`src/rtl/mem_preload_pkg.sv`:
```
// ---------------------------------------------------------------------------
// mem_preload_pkg
// Shared definitions for the memory preload engine:
//   - state_t     : FSM state encoding
//   - LANE_W      : byte-lane index width for the default 4-byte word
//   - lane_width  : lane index width for any supported word size
//   - range_err   : true when an image would run past the top of memory
// ---------------------------------------------------------------------------
package mem_preload_pkg;

  typedef enum logic [2:0] {
    ST_IDLE  = 3'd0,
    ST_FILL  = 3'd1,
    ST_WRITE = 3'd2,
    ST_DONE  = 3'd3,
    ST_ERR   = 3'd4
  } state_t;

  localparam int DEF_WORD_BYTES = 4;

  // Lane index width; a 1-bit minimum keeps vector declarations legal.
  function automatic int lane_width(input int word_bytes);
    return (word_bytes > 1) ? $clog2(word_bytes) : 1;
  endfunction

  localparam int LANE_W = lane_width(DEF_WORD_BYTES);

  // base + cnt is evaluated in 64 bits, wide enough for any
  // ADDR_W + CNT_W + 1 this block is built with, so the sum never wraps.
  // An image ending exactly at 2**addr_w is legal.
  function automatic logic range_err(input logic [63:0] base,
                                     input logic [63:0] cnt,
                                     input int          addr_w);
    logic [63:0] limit;
    limit = 64'd1 << addr_w;
    return (base + cnt) > limit;
  endfunction

endpackage

```
`src/rtl/preload_word_packer.sv`:
```
// ---------------------------------------------------------------------------
// preload_word_packer
// Assembles incoming bytes into one memory word. Tracks the current lane,
// accumulates byte enables and places each byte in its lane. Lanes never
// written stay zero with their enable clear.
// Ports:
//   clk, rst_n  : clock, asynchronous active-low reset
//   load        : start a new image; lane <= load_lane, word cleared
//   load_lane   : starting lane (low bits of the base address)
//   clear       : start the next word at lane 0, word cleared
//   accept      : a byte is taken this cycle
//   data        : byte to place in the current lane
//   be          : accumulated byte enables
//   wdata       : assembled word, lane i at bits [8*i+7:8*i]
//   last_lane   : current lane is the top lane of the word
// ---------------------------------------------------------------------------
module preload_word_packer #(
  parameter int WORD_BYTES = 4,
  parameter int LANE_BITS  = 2
) (
  input  logic                      clk,
  input  logic                      rst_n,
  input  logic                      load,
  input  logic [LANE_BITS-1:0]      load_lane,
  input  logic                      clear,
  input  logic                      accept,
  input  logic [7:0]                data,
  output logic [WORD_BYTES-1:0]     be,
  output logic [8*WORD_BYTES-1:0]   wdata,
  output logic                      last_lane
);

  logic [LANE_BITS-1:0] lane;

  always_ff @(posedge clk or negedge rst_n) begin
    if (!rst_n) begin
      lane  <= '0;
      be    <= '0;
      wdata <= '0;
    end else if (load) begin
      lane  <= load_lane;
      be    <= '0;
      wdata <= '0;
    end else if (clear) begin
      lane  <= '0;
      be    <= '0;
      wdata <= '0;
    end else if (accept) begin
      wdata[8*lane +: 8] <= data;
      be[lane]           <= 1'b1;
      lane               <= lane + 1'b1;
    end
  end

  assign last_lane = (lane == LANE_BITS'(WORD_BYTES - 1));

endmodule

```
`src/rtl/mem_preload_engine.sv`:
```
// ---------------------------------------------------------------------------
// mem_preload_engine
// Streams a byte image from a byte source into main memory as word writes
// with byte enables, handling an unaligned start and a partial tail word.
// The CPU is held in reset until the whole image has been written.
// Ports:
//   clk, rst_n          : clock, asynchronous active-low reset
//   start               : one-cycle pulse, latches base_addr/byte_cnt
//                         (only honoured in IDLE/DONE/ERR)
//   base_addr, byte_cnt : first destination byte address, byte count
//   s_valid/s_data      : source byte stream
//   s_ready             : byte accepted when s_valid && s_ready
//   mem_req             : word write request, held until mem_ack
//   mem_addr            : word-aligned write address
//   mem_wdata, mem_be   : write data (lane i = byte at mem_addr+i), enables
//   mem_ack             : write accepted this cycle
//   busy                : filling or writing
//   done, err           : completion / range error levels, cleared by start
//   cpu_hold            : CPU reset hold, released when the image is resident
// ---------------------------------------------------------------------------
module mem_preload_engine
  import mem_preload_pkg::*;
#(
  parameter int ADDR_W     = 15,
  parameter int WORD_BYTES = 4,
  parameter int CNT_W      = 16
) (
  input  logic                    clk,
  input  logic                    rst_n,
  input  logic                    start,
  input  logic [ADDR_W-1:0]       base_addr,
  input  logic [CNT_W-1:0]        byte_cnt,
  input  logic                    s_valid,
  input  logic [7:0]              s_data,
  output logic                    s_ready,
  output logic                    mem_req,
  output logic [ADDR_W-1:0]       mem_addr,
  output logic [8*WORD_BYTES-1:0] mem_wdata,
  output logic [WORD_BYTES-1:0]   mem_be,
  input  logic                    mem_ack,
  output logic                    busy,
  output logic                    done,
  output logic                    err,
  output logic                    cpu_hold
);

  localparam int LANE_BITS = lane_width(WORD_BYTES);

  state_t              state, state_next;
  logic [CNT_W-1:0]    remaining;
  logic [ADDR_W-1:0]   word_addr;
  logic                accept;
  logic                pk_load;
  logic                pk_clear;
  logic                last_lane;
  logic                rng_bad;
  logic                idle_like;

  assign idle_like = (state == ST_IDLE) || (state == ST_DONE) || (state == ST_ERR);
  assign accept    = (state == ST_FILL) && s_valid;
  assign rng_bad   = range_err({{(64-ADDR_W){1'b0}}, base_addr},
                               {{(64-CNT_W){1'b0}}, byte_cnt}, ADDR_W);

  // Next-state and datapath controls
  always_comb begin
    state_next = state;
    pk_load    = 1'b0;
    pk_clear   = 1'b0;
    case (state)
      ST_IDLE, ST_DONE, ST_ERR: begin
        if (start) begin
          if (rng_bad) begin
            state_next = ST_ERR;
          end else if (byte_cnt == '0) begin
            state_next = ST_DONE;
          end else begin
            state_next = ST_FILL;
            pk_load    = 1'b1;
          end
        end
      end
      ST_FILL: begin
        // Word is ready when its top lane fills or the image runs out.
        if (accept && (last_lane || (remaining == CNT_W'(1)))) begin
          state_next = ST_WRITE;
        end
      end
      ST_WRITE: begin
        if (mem_ack) begin
          if (remaining == '0) begin
            state_next = ST_DONE;
          end else begin
            state_next = ST_FILL;
            pk_clear   = 1'b1;
          end
        end
      end
      default: state_next = ST_IDLE;
    endcase
  end

  // State, counters and status levels
  always_ff @(posedge clk or negedge rst_n) begin
    if (!rst_n) begin
      state     <= ST_IDLE;
      remaining <= '0;
      word_addr <= '0;
      done      <= 1'b0;
      err       <= 1'b0;
      cpu_hold  <= 1'b1;
    end else begin
      state    <= state_next;
      // Status tracks the state being entered so done and the release of
      // cpu_hold appear on the same edge as the DONE state.
      done     <= (state_next == ST_DONE);
      err      <= (state_next == ST_ERR);
      cpu_hold <= (state_next != ST_DONE);
      if (pk_load) begin
        remaining <= byte_cnt;
        word_addr <= {base_addr[ADDR_W-1:LANE_BITS], {LANE_BITS{1'b0}}};
      end else if (accept) begin
        remaining <= remaining - 1'b1;
      end
      if (pk_clear) begin
        word_addr <= word_addr + ADDR_W'(WORD_BYTES);
      end
    end
  end

  preload_word_packer #(
    .WORD_BYTES (WORD_BYTES),
    .LANE_BITS  (LANE_BITS)
  ) u_packer (
    .clk       (clk),
    .rst_n     (rst_n),
    .load      (pk_load),
    .load_lane (base_addr[LANE_BITS-1:0]),
    .clear     (pk_clear),
    .accept    (accept),
    .data      (s_data),
    .be        (mem_be),
    .wdata     (mem_wdata),
    .last_lane (last_lane)
  );

  assign s_ready  = (state == ST_FILL);
  assign mem_req  = (state == ST_WRITE);
  assign busy     = (state == ST_FILL) || (state == ST_WRITE);
  assign mem_addr = word_addr;

  // accept already implies idle_like is false; start outside idle_like
  // states has no path into the next-state logic.
  logic unused_ok;
  assign unused_ok = idle_like;

endmodule

```
`config.mk`:
```
export PLATFORM = sky130hd
export DESIGN_NAME = mem_preload_engine
export DESIGN_NICKNAME = d
export VERILOG_FILES = /design/src/rtl/mem_preload_pkg.sv /design/src/rtl/preload_word_packer.sv /design/src/rtl/mem_preload_engine.sv
export SDC_FILE = /design/constraint.sdc
export NUM_CORES = 1
export LEC_CHECK = 0
export ABC_AREA = 1
export CAP_MARGIN = 10
export CORE_MARGIN = 5
export CORE_UTILIZATION = 30
export DETAILED_ROUTE_END_ITERATION = 10
export SLEW_MARGIN = 20
export SYNTH_ARGS = -nofsm -noshare
export SYNTH_HDL_FRONTEND = slang
export SYNTH_SLANG_ARGS = --single-unit
```
`constraint.sdc`:
```
create_clock -name clk -period 2.9 [get_ports clk]
set_input_delay 0.29 -clock clk [delete_from_list [all_inputs] [get_ports clk]]
set_output_delay 0.29 -clock clk [all_outputs]
set_load 0.01 [all_outputs]
```
# --- Word level (Yosys, flattened, before mapping) ---
# Cells that the tools add are included.
word_totals:
  regBits: 75
  wordCells: 71
  inputBits: 44
classes:
  magnitude_cmp: 3
  n_bitwise: 1
  eq_ne: 9
  muxes: 30
  add_sub_neg: 5
  shifts: 2
  n_reduce_logical: 12
ops:
  columns: ["op", "count"]
  rows:
  - ["two-way mux 32 bit", 3]
  - ["negator 5 -> 34 bit", 1]
  - ["variable shift 8 x 34 -> 32 bit, first input constant", 1]
  - ["indexed part select 8 x 34 -> 32 bit", 1]
  - ["bitwise mux 32 bit", 1]
  - ["logical NOT 16 bit", 2]
  - ["two-way mux 16 bit", 2]
  - ["two-way mux 15 bit", 2]
  - ["adder 15 x 16 -> 17 bit", 1]
  - ["greater-than comparator 17 x 16 -> 1 bit, second input constant", 1]
  - ["== test 16 x 1 -> 1 bit, second input constant", 1]
  - ["subtractor 16 x 1 -> 16 bit, second input constant", 1]
  - ["adder 15 x 3 -> 15 bit, second input constant", 1]
  - ["two-way mux 3 bit", 4]
  - ["two-way mux 4 bit", 3]
  - ["two-way mux 2 bit", 5]
  - ["== test 3 x 2 -> 1 bit, second input constant", 3]
  - ["one-hot mux 3 bit (3 select lines)", 1]
  - ["two-way mux 1 bit", 8]
  - ["== test 3 bit, second input constant", 2]
  - ["bitwise OR 4 bit", 1]
  - ["nonzero test 2 bit", 2]
  - ["== test 3 x 1 -> 1 bit, second input constant", 1]
  - ["logical AND 1 bit", 3]
  - ["10 further kinds", 11]

# --- Logic depth before layout (Yosys ltp) ---
# Gate-level depths: netlist (run 1).
depth:
  ltp_word: 8
  depth_mapped: 23
  mapped_depth_nobuf: 21

# --- Modules after synthesis ---
# A second synthesis (run 1) with hierarchy kept.
hier_totals:
  hier_cells: 787
  area_unflattened_um2: 5310.1
by_module_without_submodules:
  columns: ["module", "seq_area_each_um2", "n_inst", "cells_per_inst", "area_each_um2"]
  rows:
  - ["mem_preload_engine", 877.1, 1, 547, 3434.5]
  - ["preload_word_packer", 950.9, 1, 240, 1875.5]

# --- Worst setup path after synthesis (run 1) ---
# OpenSTA, ideal clock, no wires.
synth_timing:
  path_type: "input -> register"
  start: "input base_addr[0]"
  end: "register remaining[0]"
  required_ns: 2.783
  cell_stages: 17
  arrival_ns: 2.266
  setup_slack_ns: 0.517
  path_cell_list: "ha_1 > fa_1 > nand2_1 > nand2_2 > nand2_1 > xor2_1 > inv_1 > nor2_1 > nand3_1 > nor2_1 > nand2_2 > nand2_4 > nand3_4 > buf_6 > buf_2 > o21ai_1 > inv_1"
synth_between:
  elab_chain_len: 6
synth_lines:
  columns: ["item", "line", "rtl"]
  rows:
  - ["start, declared", "mem_preload_engine.sv:31", "input logic [ADDR_W-1:0] base_addr,"]
  - ["adder 15 x 16 -> 17 bit *", "mem_preload_pkg.sv:36", "return (base + cnt) > limit;"]
  - ["greater-than comparator 17 x 16 -> 1 bit *", "mem_preload_pkg.sv:36", null]
  - ["two-way mux 1 bit *", "mem_preload_engine.sv:72", "if (rng_bad) begin"]
  - ["two-way mux 1 bit *", "mem_preload_engine.sv:71", "if (start) begin"]
  - ["two-way mux 1 bit *", "mem_preload_engine.sv:69", "case (state)"]
  - ["two-way mux 16 bit / nonzero test 2 bit (equally long branches)", null, null]
  - ["end signal, assigned", "mem_preload_engine.sv:119", "remaining <= byte_cnt;"]
  - ["end signal, assigned", "mem_preload_engine.sv:122", "remaining <= remaining - 1'b1;"]
  - ["end, declared", "mem_preload_engine.sv:50", "logic [CNT_W-1:0] remaining;"]
# Mark *: on every way between the ends. The rest lies on a longest branch, timed or not.
# A chain may end at the register's enable or synchronous reset.

# --- Final worst setup path (run 1) ---
layout_timing:
  start: "input base_addr[2]"
  end: "register remaining[12]"
# Same word-level chain as after synthesis.

==> results.tsv, run 1 <==
metric	value	unit
met2 global-route usage	25.8	%
H-tree levels	3	
largest family of logic cells by synthesized area	simple AND/OR/NAND/NOR gates	
setup violators final	0	
GRT Total Usage	15.7	%
initial antenna violation count	0	
TritonCTS buffer count	9	
CP arrival	2.84	ns
DIE AREA	0.0195	mm^2
sequential area share after synthesis	36.3	%
leading area contributor after synthesis	dfrtp_1	
count leader, synth	nand2_1	
Layout area overhead	36.6	%
clk_skew	0.00403	ns
FF-to-FF Start	state[1]	
CTS tree	built	
# diodes	0	
CP dominant cell by count	nand2_1	
Max Freq	381	MHz
Slew Limit Fails	0	
met3 Resource Use GR	1.54	%
EDFF count, synth	0	
gp weighted congestion	0.913	
Post-synth ARST share	100	%
Syn Area/Cell	6.98	um^2
CP startpoint	base_addr[2]	
Mapped Cells	722	
max_cap viols	0	
post-synth top area share	35.8	%
hold_ws	0.106	ns
ratio of cells with drive above 1 in the final layout	9.99	%
nets@finish	927	
mux share of post-synthesis cell area	0	%
Slowest-stage cell, CP	clkdlybuf4s50_1	
post-CTS setup repair buffer count	0	
Die Wd	140	um
GRT busiest layer	met2	
combinational cell fraction of total power	45.5	%
global routing usage on met1	22.0	%
kind of critical path	input pin to flop	
PD cells	801	mW/mm^2
Die H	140	um
Placed Area	0.00654	mm^2
ys flop type	dfrtp_1	
Net Sw Frac	39.2	%
Post-Synth Simple-Gate Area	33.3	%
Post-synth top cells	nand2_1, inv_1, dfrtp_1, nor2_1, a21oi_1	
RSZ-0062 raised after global routing	no	
Finished Cell Area	0.00688	mm^2
Worst Setup Start Kind	input pin	
Worst VDD drop	0.428	mV
vias in the first global route	4774	
routed vias/inst	4.67	
Skew-Pair Late Insertion Delay	0.33	ns
P_leak	3.33	nW
I/O pins	101	
PortBufs	98	
Slew headroom	37.0	%
num rows	47	
clock network fraction of total power	23.5	%
adder-cell share of the synthesized area	6.85	%
slew of the pin with the lowest slew margin	0.945	ns
antenna violation net count after detailed routing	0	
WL/cell	14.3	um
fin crit share	90.5	%
DR iter-0 viols	353	
hpwl dp	12200	um
pin count of the biggest net entering global routing	74	
drt pass-1 iters	5	
hold crit path type	input pin to asynchronous set/reset pin	
CORE AREA	0.0165	mm^2
Post-CTS Hold Buffers	0	
synthesized flop and latch total	73	
Yosys cell types	42	
Worst Path Required	3.12	ns
Fillers	1665	
GR Overflow Total	0	
CP delay by family, top	simple AND/OR/NAND/NOR gates	
sequential share of power	31.0	%
Reg clk slew, reported paths	0.06	ns
max incr delay on CP	0.46	ns
Sink Count	73	
P_int	3.35	mW
Synth warnings	0	
total power	5.52	mW
critical path, cell by cell	clkdlybuf4s50_1 -> ha_1 -> a21oi_2 -> nand2_1 -> nand2_1 -> nand2_1 -> nand2_1 -> nand2_1 -> nor2_1 -> nand3_1 -> nor2_1 -> nand2_2 -> nand2_4 -> nand3_4 -> buf_12 -> nand2_1 -> inv_2 -> nand2_1 -> nand3_1	
CP bufs+invs	3	
Psw	2.16	mW
cells resized by post-CTS repair	0	
fin crit period	2.63	ns
clk buf depth	2	
Synth Area in Compound Gates	10.6	%
final wirelength	15400	um
status	finished, final reports clean	
# DRC	0	
Crit Path Max Fanout	19	
XOR/XNOR Fraction of Synth Area	4.00	%
largest cells by area after synthesis	dfrtp_1, nand2_1, inv_1, ha_1, a21oi_1	
Final Hold Viols	0	
CP endpoint kind	flop	
vias after detailed routing	5046	
Initial Util	30.5	%
global-route wire length before repair	24900	um
Mapped Area	0.00504	mm^2
root buf cell	clkbuf_16	
## final timing paths
kind,end,slack (ns),depth (start not counted)
worst max-delay path,remaining[12],0.27,19
worst min-delay path,u_packer.wdata[16],0.11,1
worst max register to register,mem_addr[14],0.69,9
worst min register to register,remaining[5],0.51,2
max in group asynchronous,mem_addr[10],2.19,1
min in group clk,remaining[5],0.51,2
## cell families (layout without fill, tap and decap cells)
| logic type | Yosys count | after routing |
|---|---|---|
| AO/OA/AOI/OAI | 102 | 102 |
| buffers and inverters | 111 | 249 |
| flip-flops | 73 | 73 |
| other | 1 | 2 |
| AND/OR/NAND/NOR | 385 | 385 |
| XOR/XNOR | 23 | 23 |
| adder cells (fa/ha/maj) | 27 | 27 |
## stage by stage
step	TNS, ns	cells	setup slack (ns)	utilization [%]
floorplan	0	723	0.517	-
global placement	-0.563	1065	-0.0473	39.6
detailed placement	-2.38	1065	-0.0811	39.6
CTS	0	1081	0.274	41.6
global route	0	1081	0.0325	41.7
finish	0	1081	0.275	41.7
## power by group through the flow
stage	combinational [mW]	sequential (mW)	clock (mW)
floorplan	1.35	1.76	0
global placement	2.50	1.72	0
detailed placement	2.51	1.72	0
CTS	2.53	1.71	1.33
global route	2.82	1.76	1.36
finish	2.51	1.71	1.30
## cells in the final DEF (no fill, tap or decap), types with 5 or more instances in the layout
cell type and count:
o21ai_0 34, dfrtp_1 72, clkdlybuf4s50_1 97, xnor2_1 5, nor2_1 55, nand4_1 13
a21oi_1 50, ha_1 26, buf_4 41, nand2_1 228, clkbuf_16 9, nand2_2 8
nand3_1 46, o21ai_1 11, xor2_1 18, inv_1 87, nor3_1 13
## area by class of cell
type                            instances  area (um^2)  area share, %
Clock inverter                          6          115           1.67
Sequential cell                        73         1830           26.6
Clock buffer                           10          229           3.33
Timing Repair Buffer                  140         1320           19.2
Multi-Input combinational cell        539         2770           40.2
Tap cell                              220          275           4.00
Inverter                               93          352           5.11
## flip-flops by register name, indices dropped and copies added (netlist names)
register	cells
u_packer.wdata	32
u_packer.be	4
err	1
done	1
remaining	16
state	3
u_packer.lane	2
mem_addr	13
cpu_hold	1
## per-layer routing
metal	wire length [um]	share of wire, %
met5	0	0
met4	257	1.7
met3	587	3.8
met2	7260	47
met1	7320	47
No activity file was read; power rests on OpenSTA's default activity.
==> run 2, diff against run 1 <==
--- a/config.mk
+++ b/config.mk
@@ -10,7 +10,7 @@
 export CORE_MARGIN = 5
 export CORE_UTILIZATION = 30
 export DETAILED_ROUTE_END_ITERATION = 10
-export SLEW_MARGIN = 20
 export SYNTH_ARGS = -nofsm -noshare
 export SYNTH_HDL_FRONTEND = slang
 export SYNTH_SLANG_ARGS = --single-unit
+export TNS_END_PERCENT = 100
==> results of run 2 <==
Final layout, timing and power as in run 1 (identical DEF).
